--- src/rtl/obstacle_pkg.sv ---
// ---------------------------------------------------------------------------
// obstacle_pkg
// Shared definitions for the obstacle sequencer slice:
//   - FSM state encoding (state_t), exported on the top's dbg_state port
//   - one-hot obstacle select codes and the "nothing selected" code
//   - LFSR seed and tap mask used by the RANDOM_ORDER_EN build
//   - onehot_idx(): converts a one-hot select code back to its index
// ---------------------------------------------------------------------------
package obstacle_pkg;

  typedef enum logic [2:0] {
    ST_IDLE      = 3'd0,
    ST_PAUSE     = 3'd1,
    ST_LAUNCH    = 3'd2,
    ST_WAIT_ACK  = 3'd3,
    ST_WAIT_DONE = 3'd4,
    ST_GAME_OVER = 3'd5
  } state_t;

  localparam logic [3:0] SEL_NONE    = 4'b0000;
  localparam logic [3:0] OBST_LASERS = 4'b0001;
  localparam logic [3:0] OBST_SPIKES = 4'b0010;
  localparam logic [3:0] OBST_BLOCKS = 4'b0100;
  localparam logic [3:0] OBST_BALLS  = 4'b1000;

  // x^8 + x^6 + x^5 + x^4 + 1, Fibonacci form shifting left:
  // feedback is the XOR of bits 7, 5, 4 and 3.
  localparam logic [7:0] LFSR_SEED = 8'hA5;
  localparam logic [7:0] LFSR_TAPS = 8'b1011_1000;

  function automatic logic [1:0] onehot_idx(input logic [3:0] code);
    onehot_idx = 2'd0;
    for (int i = 0; i < 4; i++) begin
      if (code[i]) onehot_idx = 2'(i);
    end
  endfunction

endpackage

--- src/rtl/obstacle_collision.sv ---
// ---------------------------------------------------------------------------
// obstacle_collision
// Registered player-box vs obstacle-pixel compare with an invulnerability
// window. A pixel at (0,x) or (x,0) means "no pixel" and never hits.
// Ports:
//   i_pclk        pixel clock
//   i_rst         synchronous active-low reset
//   i_clr         synchronous clear (game abort): drops hit and the window
//   i_en          compare enabled (sequencer in an active gameplay state)
//   i_obstacle_x/y  OR-ed obstacle pixel coordinate, 12 bits each
//   i_player_x/y    player box top-left corner, 12 bits each
//   o_hit         1-cycle pulse, one cycle after an accepted collision
// ---------------------------------------------------------------------------
module obstacle_collision #(
  parameter int PLAYER_SIZE   = 20,
  parameter int INVULN_CYCLES = 65000000
) (
  input  logic        i_pclk,
  input  logic        i_rst,
  input  logic        i_clr,
  input  logic        i_en,
  input  logic [11:0] i_obstacle_x,
  input  logic [11:0] i_obstacle_y,
  input  logic [11:0] i_player_x,
  input  logic [11:0] i_player_y,
  output logic        o_hit
);

  logic [12:0] w_x_end;
  logic [12:0] w_y_end;
  logic        w_in_x;
  logic        w_in_y;
  logic [31:0] r_invuln;

  // Box far edges are 13 bits wide so a player near 4095 does not wrap.
  assign w_x_end = {1'b0, i_player_x} + 13'(PLAYER_SIZE);
  assign w_y_end = {1'b0, i_player_y} + 13'(PLAYER_SIZE);
  assign w_in_x  = (i_obstacle_x != 12'd0) && (i_obstacle_x >= i_player_x) &&
                   ({1'b0, i_obstacle_x} < w_x_end);
  assign w_in_y  = (i_obstacle_y != 12'd0) && (i_obstacle_y >= i_player_y) &&
                   ({1'b0, i_obstacle_y} < w_y_end);

  always_ff @(posedge i_pclk) begin
    if (!i_rst || i_clr) begin
      o_hit    <= 1'b0;
      r_invuln <= '0;
    end else begin
      o_hit <= 1'b0;
      if (i_en && w_in_x && w_in_y && (r_invuln == 32'd0)) begin
        o_hit    <= 1'b1;
        r_invuln <= 32'(INVULN_CYCLES);
      end else if (r_invuln != 32'd0) begin
        r_invuln <= r_invuln - 32'd1;
      end
    end
  end

endmodule

--- src/rtl/obstacle_sequencer.sv ---
// ---------------------------------------------------------------------------
// obstacle_sequencer
// Controller side of the obstacle handshake: picks the next obstacle,
// launches it, waits for it to finish, and tracks lives via collisions.
// Build option: define RANDOM_ORDER_EN for LFSR-based obstacle order;
// otherwise obstacles are launched round-robin starting at 4'b0001.
// Ports:
//   pclk, rst        pixel clock, synchronous active-low reset
//   game_on/menu_on  gameplay screen / menu active (either aborts to IDLE)
//   working_in       per-obstacle busy flags (launch acknowledge)
//   done_in          per-obstacle 1-cycle finish pulses
//   obstacle_x/y     OR-ed obstacle pixel (0 = no pixel)
//   player_x/y       player box top-left corner
//   done_control     1-cycle launch strobe
//   selected         one-hot obstacle code, bits >= NUM_OBST always 0
//   lives            remaining lives
//   hit              1-cycle pulse per accepted collision
//   game_over        high while lives are exhausted
//   timeout_err      sticky flag for a forced WAIT_DONE abort
//   dbg_state        current FSM state (obstacle_pkg::state_t encoding)
//
// Handshake: done_control pulses for one cycle with selected already valid.
// The obstacle acknowledges by raising working_in[idx] (sampled while in
// WAIT_ACK); it finishes with a one-cycle done_in[idx] pulse (sampled in
// WAIT_DONE). Only the bit matching selected is looked at, and selected is
// held from the launch until WAIT_DONE is left.
// ---------------------------------------------------------------------------
module obstacle_sequencer
  import obstacle_pkg::*;
#(
  parameter int NUM_OBST      = 4,
  parameter int PLAYER_SIZE   = 20,
  parameter int START_LIVES   = 3,
  parameter int PAUSE_CYCLES  = 32000000,
  parameter int ACK_TIMEOUT   = 8,
  parameter int DONE_TIMEOUT  = 268435455,
  parameter int INVULN_CYCLES = 65000000
) (
  input  logic                pclk,
  input  logic                rst,
  input  logic                game_on,
  input  logic                menu_on,
  input  logic [NUM_OBST-1:0] working_in,
  input  logic [NUM_OBST-1:0] done_in,
  input  logic [11:0]         obstacle_x,
  input  logic [11:0]         obstacle_y,
  input  logic [11:0]         player_x,
  input  logic [11:0]         player_y,
  output logic                done_control,
  output logic [3:0]          selected,
  output logic [2:0]          lives,
  output logic                hit,
  output logic                game_over,
  output logic                timeout_err,
  output logic [2:0]          dbg_state
);

  state_t      r_state;
  logic [31:0] r_cnt;
  logic [3:0]  w_next_sel;
  logic        w_abort;
  logic        w_coll_en;
  logic        w_ack;
  logic        w_done;

  assign w_abort   = menu_on || !game_on;
  assign w_coll_en = (r_state != ST_IDLE) && (r_state != ST_GAME_OVER);
  // selected is one-hot, so masking is the same as indexing by its position.
  assign w_ack     = |(working_in & selected[NUM_OBST-1:0]);
  assign w_done    = |(done_in & selected[NUM_OBST-1:0]);
  assign dbg_state = r_state;

`ifdef RANDOM_ORDER_EN
  logic [7:0] r_lfsr;
  logic [1:0] w_rand_idx;

  always_ff @(posedge pclk) begin
    if (!rst) begin
      r_lfsr <= LFSR_SEED;
    end else if (r_state == ST_PAUSE) begin
      r_lfsr <= {r_lfsr[6:0], ^(r_lfsr & LFSR_TAPS)};
    end
  end

  // Bump to the next index when the draw repeats the previous obstacle.
  always_comb begin
    w_rand_idx = 2'(r_lfsr % 8'(NUM_OBST));
    if ((selected != SEL_NONE) && (w_rand_idx == onehot_idx(selected))) begin
      w_rand_idx = (w_rand_idx == 2'(NUM_OBST - 1)) ? 2'd0 : w_rand_idx + 2'd1;
    end
    w_next_sel = OBST_LASERS << w_rand_idx;
  end
`else
  localparam logic [3:0] SEL_LAST = 4'(1 << (NUM_OBST - 1));

  always_comb begin
    w_next_sel = ((selected == SEL_NONE) || (selected == SEL_LAST)) ?
                 OBST_LASERS : (selected << 1);
  end
`endif

  obstacle_collision #(
    .PLAYER_SIZE   (PLAYER_SIZE),
    .INVULN_CYCLES (INVULN_CYCLES)
  ) u_collision (
    .i_pclk       (pclk),
    .i_rst        (rst),
    .i_clr        (w_abort),
    .i_en         (w_coll_en),
    .i_obstacle_x (obstacle_x),
    .i_obstacle_y (obstacle_y),
    .i_player_x   (player_x),
    .i_player_y   (player_y),
    .o_hit        (hit)
  );

  always_ff @(posedge pclk) begin
    if (!rst) begin
      r_state      <= ST_IDLE;
      r_cnt        <= '0;
      done_control <= 1'b0;
      selected     <= SEL_NONE;
      lives        <= 3'(START_LIVES);
      game_over    <= 1'b0;
      timeout_err  <= 1'b0;
    end else if (w_abort) begin
      r_state      <= ST_IDLE;
      r_cnt        <= '0;
      done_control <= 1'b0;
      selected     <= SEL_NONE;
      if (menu_on) begin
        lives       <= 3'(START_LIVES);
        game_over   <= 1'b0;
        timeout_err <= 1'b0;
      end
    end else begin
      done_control <= 1'b0;
      if (hit && (lives != 3'd0)) lives <= lives - 3'd1;
      // The last life going takes priority over any handshake transition.
      if (hit && (lives <= 3'd1)) begin
        r_state   <= ST_GAME_OVER;
        r_cnt     <= '0;
        game_over <= 1'b1;
      end else begin
        case (r_state)
          ST_IDLE: begin
            r_cnt   <= '0;
            // A game that ended stays ended until the menu reloads lives.
            r_state <= game_over ? ST_GAME_OVER : ST_PAUSE;
          end
          ST_PAUSE: begin
            if (r_cnt == 32'(PAUSE_CYCLES - 1)) begin
              r_cnt    <= '0;
              selected <= w_next_sel;
              r_state  <= ST_LAUNCH;
            end else begin
              r_cnt <= r_cnt + 32'd1;
            end
          end
          ST_LAUNCH: begin
            done_control <= 1'b1;
            r_cnt        <= '0;
            r_state      <= ST_WAIT_ACK;
          end
          ST_WAIT_ACK: begin
            if (w_ack) begin
              r_cnt   <= '0;
              r_state <= ST_WAIT_DONE;
            end else if (r_cnt == 32'(ACK_TIMEOUT - 1)) begin
              r_cnt   <= '0;
              r_state <= ST_LAUNCH;
            end else begin
              r_cnt <= r_cnt + 32'd1;
            end
          end
          ST_WAIT_DONE: begin
            if (w_done) begin
              r_cnt   <= '0;
              r_state <= ST_PAUSE;
            end else if (r_cnt == 32'(DONE_TIMEOUT - 1)) begin
              r_cnt       <= '0;
              timeout_err <= 1'b1;
              r_state     <= ST_PAUSE;
            end else begin
              r_cnt <= r_cnt + 32'd1;
            end
          end
          ST_GAME_OVER: begin
            game_over <= 1'b1;
          end
          default: begin
            r_state <= ST_IDLE;
          end
        endcase
      end
    end
  end

endmodule

--- config.mk ---
export PLATFORM = sky130hd
export DESIGN_NAME = obstacle_sequencer
export DESIGN_NICKNAME = d
export VERILOG_FILES = /design/src/rtl/obstacle_pkg.sv /design/src/rtl/obstacle_collision.sv /design/src/rtl/obstacle_sequencer.sv
export SDC_FILE = /design/constraint.sdc
export NUM_CORES = 1
export LEC_CHECK = 0
export CORE_UTILIZATION = 51
export CTS_CLUSTER_DIAMETER = 120
export DETAILED_ROUTE_END_ITERATION = 8
export PLACE_DENSITY = 0.8
export RECOVER_POWER = 100
export SYNTH_ARGS = -nofsm -noshare
export SYNTH_HDL_FRONTEND = slang
export SYNTH_SLANG_ARGS = --single-unit
--- constraint.sdc ---
create_clock -name pclk -period 9.92 [get_ports pclk]
set_input_delay 2.48 -clock pclk [delete_from_list [all_inputs] [get_ports pclk]]
set_output_delay 2.48 -clock pclk [all_outputs]
set_load 0.1 [all_outputs]
### After elaboration in Yosys (flattened, before gate mapping)

Index checks and enable logic that the tools add are counted.

| storage, ports and cells | value |
|---|---|
| bits in registers | 78 |
| logic and storage cells | 118 |
| input bits | 60 |
| output and inout bits | 14 |

| operators by class | value |
|---|---|
| multiplexer cells | 31 |
| $lt $le $gt $ge | 5 |
| bitwise operators | 5 |
| eq/ne operators | 20 |
| reduce and logical (&&, ||, !) cells | 41 |
| add/subtract/negate cells | 5 |

Operator list:

| operator | number |
|---|---|
| 32-bit 2-to-1 mux | 5 |
| 32-bit case mux with 4 select lines | 1 |
| 26-bit 2-to-1 mux | 2 |
| 32-bit by 1-bit adder with 32-bit output (second input constant) | 1 |
| 32-bit by 25-bit equality test with 1-bit output (second input constant) | 1 |
| 32-bit by 28-bit equality test with 1-bit output (second input constant) | 1 |
| 32-bit by 3-bit equality test with 1-bit output (second input constant) | 1 |
| 32-bit logical NOT | 1 |
| 32-bit nonzero test | 1 |
| 32-bit by 1-bit subtractor with 32-bit output (second input constant) | 1 |
| 3-bit 2-to-1 mux | 10 |
| 12-bit by 5-bit adder with 13-bit output (second input constant) | 2 |
| 12-bit by 13-bit less-than comparator with 1-bit output | 2 |
| 12-bit >= comparator | 2 |
| 12-bit nonzero test | 2 |
| 3-bit case mux with 6 select lines | 1 |
| 3-bit inequality test (second input constant) | 4 |
| 1-bit 2-to-1 mux | 11 |
| 1-bit logical AND | 10 |
| 3-bit nonzero test | 3 |
| 4-bit bitwise AND | 2 |
| 4-bit inequality test (second input constant) | 2 |
| 4-bit AND reduction | 2 |
| 2-bit nonzero test | 4 |
| other kinds (21) | 35 |

### Longest topological paths before layout

Gate-level depths: netlist of the first run.

| depth | value |
|---|---|
| depth in word-level cells | 7 |
| gate-level depth with buffers | 14 |
| depth with buffers taken out | 12 |

### Modules after synthesis

Synthesis of the first run repeated with hierarchy kept, for this count alone.

| second synthesis, totals | value |
|---|---|
| cells, all modules | 690 |
| area total of the unflattened synthesis | 5713.0 µm² |

Modules (own cells, without submodules):

| module | cells each | area an instance (µm²) | seq. area each (µm²) | instances |
|---|---|---|---|---|
| obstacle_collision | 366 | 2962.8 | 660.6 | 1 |
| obstacle_sequencer | 324 | 2750.1 | 900.9 | 1 |

### Least setup slack after synthesis of the first run

Ideal clock, no wire load.

| timing | value |
|---|---|
| kind | input port to flip-flop |
| start point | input port player_y[2] |
| end point | register u_collision.r_invuln[23] |
| cell stages on the path | 13 |
| path slack | 4.884 ns |
| arrival | 4.966 ns |
| required time | 9.849 ns |
| buffers on the path | 2 |
| library setup time | 0.071 ns |
| cell sequence | ha_1 > o2111ai_1 > xnor2_1 > ha_1 > and4_1 > nand2_1 > a21oi_1 > a2111oi_0 > o2111ai_1 > or3_1 > buf_2 > buf_6 > a21oi_1 |

| between the ends | value |
|---|---|
| word-level cells in the longest chain between the ends | 6 |
| elaborated cells between the ends (all ways) | 9 |
| classes of those cells | add/sub: 1; order compare: 2; mux: 1; reduce/logical: 5 |

Ends and longest elaborated chain:

| item | RTL line | source |
|---|---|---|
| start: declaration | obstacle_sequencer.sv:48 | `input logic [11:0] player_y,` |
| 12-bit by 5-bit adder with 13-bit output / 12-bit >= comparator (equally long branches) | obstacle_collision.sv:37, obstacle_collision.sv:40 |  |
| 12-bit by 13-bit less-than comparator with 1-bit output / 1-bit logical AND (equally long branches) | obstacle_collision.sv:41, obstacle_collision.sv:40 |  |
| 1-bit logical AND * | obstacle_collision.sv:40 | `assign w_in_y = (i_obstacle_y != 12'd0) && (i_obstacle_y >= i_player_y) &&` |
| 1-bit logical AND * (2 in series) | obstacle_collision.sv:49 | `if (i_en && w_in_x && w_in_y && (r_invuln == 32'd0)) begin` |
| 26-bit 2-to-1 mux / 2-bit nonzero test (equally long branches) | - |  |
| end signal: assignment | obstacle_collision.sv:51 | `r_invuln <= 32'(INVULN_CYCLES);` |
| end signal: assignment | obstacle_collision.sv:53 | `r_invuln <= r_invuln - 32'd1;` |
| end: declaration | obstacle_collision.sv:33 | `logic [31:0] r_invuln;` |

Mark *: on every way between the ends. The rest lies on a longest branch, timed or not.
A chain may end at the register's enable or synchronous reset.

### Worst setup path after layout of the first run

| timing | value |
|---|---|
| start point | input port player_y[2] |
| end point | register u_collision.r_invuln[7] |

| between the ends | value |
|---|---|
| word-level cells in the longest chain between the ends | 6 |
| elaborated cells between the ends (all ways) | 8 |
| classes of those cells | add/sub: 1; order compare: 2; reduce/logical: 5 |

Ends and longest elaborated chain:

| item | RTL line |
|---|---|
| 12-bit by 5-bit adder with 13-bit output / 12-bit >= comparator (equally long branches) | obstacle_collision.sv:37, obstacle_collision.sv:40 |
| 12-bit by 13-bit less-than comparator with 1-bit output / 1-bit logical AND (equally long branches) | obstacle_collision.sv:41, obstacle_collision.sv:40 |
| 1-bit logical AND * | obstacle_collision.sv:40 |
| 1-bit logical AND * (2 in series) | obstacle_collision.sv:49 |
| 2-bit OR reduction (no source line) * | - |

Marks and branches as above.

==> qor.txt, run 1 <==
Worst hold path depth - 2
DRC errors left - 0
Count of input and output buffers - 73
Worst min-delay path class - reg -> reg
WS Path Type - in -> reg
Max-cap viol count - 2
Pin count of the biggest net entering global routing - 29
Max Clock Freq - 147 MHz
Final design instance area without fill - 6090 um2
Weighted congestion reported at the end of routability-driven placement - 0.875
Critical path's largest stage delay - 1530 ps
Proportion of synthesized flip-flops having asynchronous set or reset - 0%
Pins Over Slew Limit - 48
Average wire length per cell after detail routing - 14.6 um
Count of buffer and inverter cells on the critical path - 1
Worst setup skew after layout - 13.3 ps
Remaining number of nets flagged by the antenna check after routing - 0
R2r worst-path depth - 7
Clock tree from TritonCTS - done
Row Count - 36
H-tree lvl count - 3
Drt initial violations - 193
Number of enable flip-flop cells after synthesis - 0
IR drop worst, VDD - 0.278 mV
Wire length of the first global-routing pass - 20,600 um
Leading area contributor after synthesis - sky130_fd_sc_hd__dfxtp_1
Number of hold buffers added after cts - 0
Total leakage power - 2.46 nW
Mapped Nets - 743
Area of the die - 10,400 um2
Clock Pin Slew Worst Setup and Hold Paths - 80 ps
Die width - 102 um
Family of cells with the greatest summed delay on the critical path - compound AO/OA/AOI/OAI gates
Sum of negative setup slack - 0 ps
Total of flip-flops plus latches after synthesis - 78
Initial Util - 52.6%
Fraction of final layout cells sized beyond drive strength 1 - 3.41%
Cell area after synthesis - 5110 um2
Post-synth top area share - 30.5%
Sequential-to-total area share from yosys stat - 30.5%
Via count of the first global-routing pass - 4,692
Power per cell area - 268 nW/um2
Biggest area contributors in the synthesized netlist - sky130_fd_sc_hd__dfxtp_1 (31%), sky130_fd_sc_hd__ha_1 (13%), sky130_fd_sc_hd__nor2_1 (7.0%)
Setup slack, reg-to-reg - 5850 ps
Post-route clock period utilization - 68.5%
Total placed instance area - 5930 um2
Count of antenna diodes in the layout - 0
Max-slew headroom at the worst pin - -30.8%
Antenna violations before repair - 0
Setup repair after global routing missed its margin - no
Result of the run - complete, but fails checks
Total of endpoints with negative setup slack in the final report - 0
Post-synthesis cell type count - 54
Master of the slowest instance on the critical path - sky130_fd_sc_hd__o31ai_1
Startpoint of the worst register-to-register path - r_cnt[2]$_SDFFE_PP0P_
Floorplan core area - 9730 um2
Total grt overflow - 0
Count of nets after finishing - 812
Clock Root Buffer - sky130_fd_sc_hd__clkbuf_8
Area growth from synthesis to layout - 19.0%
Clock Latency Late Sink - 360 ps
Post CTS Setup Buffer Count - 0
Capture point of the worst reg-to-reg path - r_cnt[0]$_SDFFE_PP0P_
CTS-repair resized insts - 0
Clock period minus worst slack - 6790 ps
All-Layer GR Usage - 24.9%
Fillcell total - 844
Capture endpoint of the worst hold path - r_cnt[12]$_SDFFE_PP0P_
Total CTS buffers - 9
Fin. Hold Viols - 0
DP HPWL - 9600 um
Ordered cell list for the critical path - dlygate4sd3_1 > ha_1 > o2111ai_1 > xnor2_1 > ha_1 > and4_1 > nand2_1 > a21oi_1 > a2111oi_0 > o2111ai_1 > o31ai_1 > nor2_1
Critical path required time - 10,080 ps
Total via count after detailed routing - 4,721
Min-delay src - r_cnt[12]$_SDFFE_PP0P_
Gate count after technology mapping - 631
Drt first pass iters - 4
Sinks on the clock net - 78
Mean number of vias per cell - 5.64
CP arrival - 6960 ps
Per-instance average area after synthesis - 8.10 um2
Routed wire length - 12,200 um
Pin slew with the least headroom to its limit - 1940 ps
CP Launch Type - input pin
I/O pins - 74
Y dimension of the die - 102 um
Maximum fanout encountered on the critical timing path - 18
Total number of yosys warnings - 0
Synth Flop Type - sky130_fd_sc_hd__dfxtp_1
Type of destination of the critical path - flop
Violations in the final reports - capacitance limit, slew limit
Clk buf depth - 2
[where the power goes]
group          switching (W)  internal [W]
sequential         0.0000540      0.000364
clock               0.000113      0.000102
combinational       0.000581      0.000419
[cells in the mapped netlist, types with 6 or more instances]
| cell | n |
|---|---|
| sky130_fd_sc_hd__buf_2 | 7 |
| sky130_fd_sc_hd__and3_1 | 7 |
| sky130_fd_sc_hd__nand2_1 | 45 |
| sky130_fd_sc_hd__o21ai_0 | 13 |
| sky130_fd_sc_hd__ha_1 | 52 |
| sky130_fd_sc_hd__xnor2_1 | 36 |
| sky130_fd_sc_hd__nand4_1 | 17 |
| sky130_fd_sc_hd__nor2_1 | 95 |
| sky130_fd_sc_hd__nor2b_1 | 10 |
| sky130_fd_sc_hd__xor2_1 | 28 |
| sky130_fd_sc_hd__nor4_1 | 27 |
| sky130_fd_sc_hd__inv_1 | 34 |
| sky130_fd_sc_hd__a21o_1 | 17 |
| sky130_fd_sc_hd__nor3_1 | 20 |
| sky130_fd_sc_hd__a21oi_1 | 43 |
| sky130_fd_sc_hd__a211oi_1 | 6 |
| sky130_fd_sc_hd__dfxtp_1 | 78 |
| sky130_fd_sc_hd__or4_1 | 7 |
| sky130_fd_sc_hd__nand3_1 | 22 |
[cells by family (layout without fill, tap and decap cells)]
kind of cell	after synthesis	after routing	synth area share, %
flops	78	78	30.5
mux	4	4	0.783
simple gates	276	276	27.2
buf+inv	49	122	4.09
fa+ha+maj	52	52	12.7
xor+xnor	64	64	11.0
compound gates	108	108	13.7
[worst min-delay path, cell delays in order (launching register included)]
cell	delay [ps]
sky130_fd_sc_hd__dfxtp_1	350
sky130_fd_sc_hd__nand2_1	70
sky130_fd_sc_hd__a21oi_1	50
[sequential cells by signal, summed over array words and instances (netlist names)]
signal and cells:
r_cnt 32, u_collision.r_invuln 32, selected 4, dbg_state 3
lives 3, done_control 1, game_over 1, timeout_err 1
u_collision.o_hit 1
[through the flow]
| step | power (W) | utilization [%] | hold slack (ps) | setup slack (ps) | cells |
|---|---|---|---|---|---|
| after CTS | 0.00164 | 62.7 | 527 | 4170 | 837 |
| after detailed placement | 0.00142 | 60.9 | 506 | 3790 | 822 |
| after global placement | 0.00138 | 60.9 | 481 | 3980 | 822 |
| final | 0.00163 | 62.6 | 521 | 3130 | 837 |
| after floorplan | 0.00125 | - | 467 | 4880 | 631 |
| after global routing | 0.00181 | 62.6 | 558 | 2630 | 837 |
[routing by layer]
metal | up-vias | track usage, % | part of all wire, %
met4 | 0 | 9.01 | 2.5
li1 | 2390 | - | -
met5 | - | 0 | 0
met1 | 2203 | 28.8 | 45
met2 | 103 | 44.7 | 49
met3 | 25 | 5.68 | 3.5
[final cells by class]
type	instances	area [um2]	area share, %
multi-input cells	504	3330	54.6
flip-flops and latches	78	1560	25.7
repair buffers	73	731	12.0
well taps	133	166	2.73
clock buffers	11	151	2.49
inverters	34	128	2.10
clock inverters	4	22.5	0.370
[cell usage in the layout (no fill, tap or decap), types with 13 or more instances in the layout]
cell type	n
sky130_fd_sc_hd__nor2_1	95
sky130_fd_sc_hd__dfxtp_1	78
sky130_fd_sc_hd__clkdlybuf4s50_1	55
sky130_fd_sc_hd__ha_1	52
sky130_fd_sc_hd__nand2_1	45
sky130_fd_sc_hd__a21oi_1	43
sky130_fd_sc_hd__xnor2_1	36
sky130_fd_sc_hd__inv_1	34
sky130_fd_sc_hd__xor2_1	28
sky130_fd_sc_hd__nor4_1	27
sky130_fd_sc_hd__nand3_1	22
sky130_fd_sc_hd__nor3_1	20
sky130_fd_sc_hd__dlygate4sd3_1	18
sky130_fd_sc_hd__nand4_1	17
sky130_fd_sc_hd__a21o_1	17
sky130_fd_sc_hd__o21ai_0	13
[worst max path at each step]
stage / start / end / slack, ps / cells past startpoint
2_1_floorplan: player_y[2] / u_collision.r_invuln[23]$_SDFFE_PP0P_ / 4880 / 13
3_3_place_gp: player_y[2] / u_collision.r_invuln[1]$_SDFFE_PP0N_ / 3980 / 12
3_5_place_dp: player_y[2] / u_collision.r_invuln[7]$_SDFFE_PP0N_ / 3790 / 12
4_1_cts: player_y[2] / u_collision.r_invuln[7]$_SDFFE_PP0N_ / 4170 / 12
5_1_grt: player_y[2] / u_collision.r_invuln[10]$_SDFFE_PP0N_ / 2630 / 12
6_report: player_y[2] / u_collision.r_invuln[7]$_SDFFE_PP0N_ / 3130 / 12
No activity file was read; power rests on OpenSTA's default activity.
==> run 2, diff against run 1 <==
- clock period: 9.92 -> 6.9 ns (I/O delays scaled with it)
==> run 2 against run 1 <==
Net effect: the run still ends with capacitance limit, slew limit left; largest cell class unchanged; cell count is the same; sequential power grew 44%; largest power group unchanged; critical path depth is the same.
==> qor.txt, run 2 (same netlist as run 1, synthesis figures left out) <==
Overall power - 0.00238 W
Wire length of the first global-routing pass - 20,600 um
Fraction of final layout cells sized beyond drive strength 1 - 3.55%
Worst setup skew after layout - 13.8 ps
Power per cell area - 389 nW/um2
Antenna violations before repair - 0
Switching power of the nets - 0.00108 W
Post CTS Setup Buffer Count - 0
Total leakage power - 2.47 nW
Ordered cell list for the critical path - dlygate4sd3_1 > ha_1 > o2111ai_1 > xnor2_1 > ha_1 > and4_1 > nand2_1 > a21oi_1 > a2111oi_0 > o2111ai_1 > or3_1 > a21oi_1
Count of antenna diodes in the layout - 0
Count of input and output buffers - 73
Maximum fanout encountered on the critical timing path - 15
Max-cap viol count - 1
Startpoint of the worst register-to-register path - r_cnt[3]$_SDFFE_PP0P_
Total CTS buffers - 9
Power share of the sequential group - 25.3%
Clk buf depth - 2
Clock Latency Late Sink - 360 ps
All-Layer GR Usage - 24.8%
Clock Pin Slew Worst Setup and Hold Paths - 70 ps
I/O pins - 74
Clk pwr share - 13.9%
Post-route clock period utilization - 74.8%
Capture endpoint of the worst hold path - r_cnt[12]$_SDFFE_PP0P_
Result of the run - complete, but fails checks
Total grt overflow - 0
Die width - 102 um
Combinational cell fraction of total power - 60.8%
Clock tree from TritonCTS - done
Critical path's largest stage delay - 600 ps
R2r worst-path depth - 7
Pin count of the biggest net entering global routing - 29
Area of the die - 10,400 um2
Clock period minus worst slack - 5160 ps
Mean number of vias per cell - 5.66
CP arrival - 5440 ps
CP Launch Type - input pin
Worst hold path depth - 2
Pins Over Slew Limit - 29
Master of the slowest instance on the critical path - sky130_fd_sc_hd__dlygate4sd3_1
Sinks on the clock net - 78
Fin. Hold Viols - 0
Total via count after detailed routing - 4,740
Largest registers - r_cnt x32, u_collision.r_invuln x32, selected x4
Weighted congestion reported at the end of routability-driven placement - 0.874
Clock Root Buffer - sky130_fd_sc_hd__clkbuf_8
Critical path required time - 7170 ps
Highest-count cells in the layout ignoring fill and taps - sky130_fd_sc_hd__nor2_1 (95), sky130_fd_sc_hd__dfxtp_1 (78), sky130_fd_sc_hd__clkdlybuf4s50_1 (55), sky130_fd_sc_hd__ha_1 (52), sky130_fd_sc_hd__nand2_1 (45)
Setup repair after global routing missed its margin - no
Worst min-delay path class - reg -> reg
CTS-repair resized insts - 0
Row Count - 36
Pin slew with the least headroom to its limit - 1840 ps
DRC errors left - 0
Final cell count without fillers - 837
Utilization after layout - 62.8%
Most common library cell in the layout ignoring fill and taps - sky130_fd_sc_hd__nor2_1
H-tree lvl count - 3
Remaining number of nets flagged by the antenna check after routing - 0
Initial Util - 52.6%
Placed cells - 822
Min-delay src - r_cnt[12]$_SDFFE_PP0P_
Count of nets after finishing - 812
Max-slew headroom at the worst pin - -23.2%
DP HPWL - 9580 um
Sum of negative setup slack - 0 ps
Routed wire length - 12,200 um
Cell internal power dissipation - 0.00130 W
IR drop worst, VDD - 0.343 mV
Total of endpoints with negative setup slack in the final report - 0
Type of destination of the critical path - flop
Capture point of the worst reg-to-reg path - r_cnt[0]$_SDFFE_PP0P_
Violations in the final reports - capacitance limit, slew limit
Area growth from synthesis to layout - 19.5%
Average wire length per cell after detail routing - 14.6 um
Max Clock Freq - 194 MHz
Y dimension of the die - 102 um
Setup slack, reg-to-reg - 2890 ps
Floorplan core area - 9730 um2
Drt initial violations - 186
Number of hold buffers added after cts - 0
WS Path Type - in -> reg
Via count of the first global-routing pass - 4,748
Drt first pass iters - 4
Sw Share - 45.4%
[run 2: changes by cell type in the layout (fill, tap and decap cells not counted), sizes merged]
| cell | previous run | this run |
|---|---|---|
| clkinv | 3 | 4 |
| bufinv | 0 | 1 |
| clkbuf | 11 | 10 |
| clkinvlp | 1 | 0 |
[run 2: how the worst max path moves through the flow]
stage,from,end,slack (ps),depth (start not counted)
CTS,player_y[2],u_collision.r_invuln[7]$_SDFFE_PP0N_,1820,12
global route,player_y[2],u_collision.r_invuln[10]$_SDFFE_PP0N_,1490,12
finish,player_y[2],u_collision.r_invuln[14]$_SDFFE_PP0P_,1740,12
global placement,player_y[2],u_collision.r_invuln[1]$_SDFFE_PP0N_,1720,12
floorplan,player_y[2],u_collision.r_invuln[23]$_SDFFE_PP0P_,2620,13
detailed placement,player_y[2],u_collision.r_invuln[7]$_SDFFE_PP0N_,1470,12
[run 2: power by group through the flow]
stage / clock (W) / combinational [W] / sequential, W
2_1_floorplan: 0 / 0.00121 / 0.000592
3_3_place_gp: 0 / 0.00139 / 0.000600
3_5_place_dp: 0 / 0.00143 / 0.000609
4_1_cts: 0.000337 / 0.00145 / 0.000600
5_1_grt: 0.000360 / 0.00166 / 0.000613
6_report: 0.000331 / 0.00144 / 0.000602
[run 2: stage by stage]
stage	hold slack, ps	worst slack [ps]	area [um2]
3_5_place_dp	505	1470	5930
6_report	516	1740	6110
5_1_grt	541	1490	6110
4_1_cts	521	1820	6120
2_1_floorplan	467	2620	5110
3_3_place_gp	481	1720	5930
[run 2: critical path: cells and delay by family]
family                   cells  cell delay (ps)
AND/OR/NAND/NOR              3              880
XOR/XNOR                     1              170
adder cells (fa/ha/maj)      2              520
buffers and inverters        1              600
AO/OA/AOI/OAI                5             1540
[run 2: metal layers]
layer | vias to the layer above | global-route usage (%) | share of wire, %
li1 | 2388 | - | -
met1 | 2222 | 28.3 | 45
met2 | 102 | 45.2 | 50
met3 | 28 | 5.20 | 3.4
met4 | 0 | 9.56 | 2.3
met5 | - | 0 | 0
[run 2: cell type report]
cell class	count	area, um2
tap	133	166
sequential	78	1560
clock inverter	5	50.0
fill	828	3620
inverter	34	128
clock buffer	10	138
multi-input combinational	504	3340
timing repair buffer	73	731
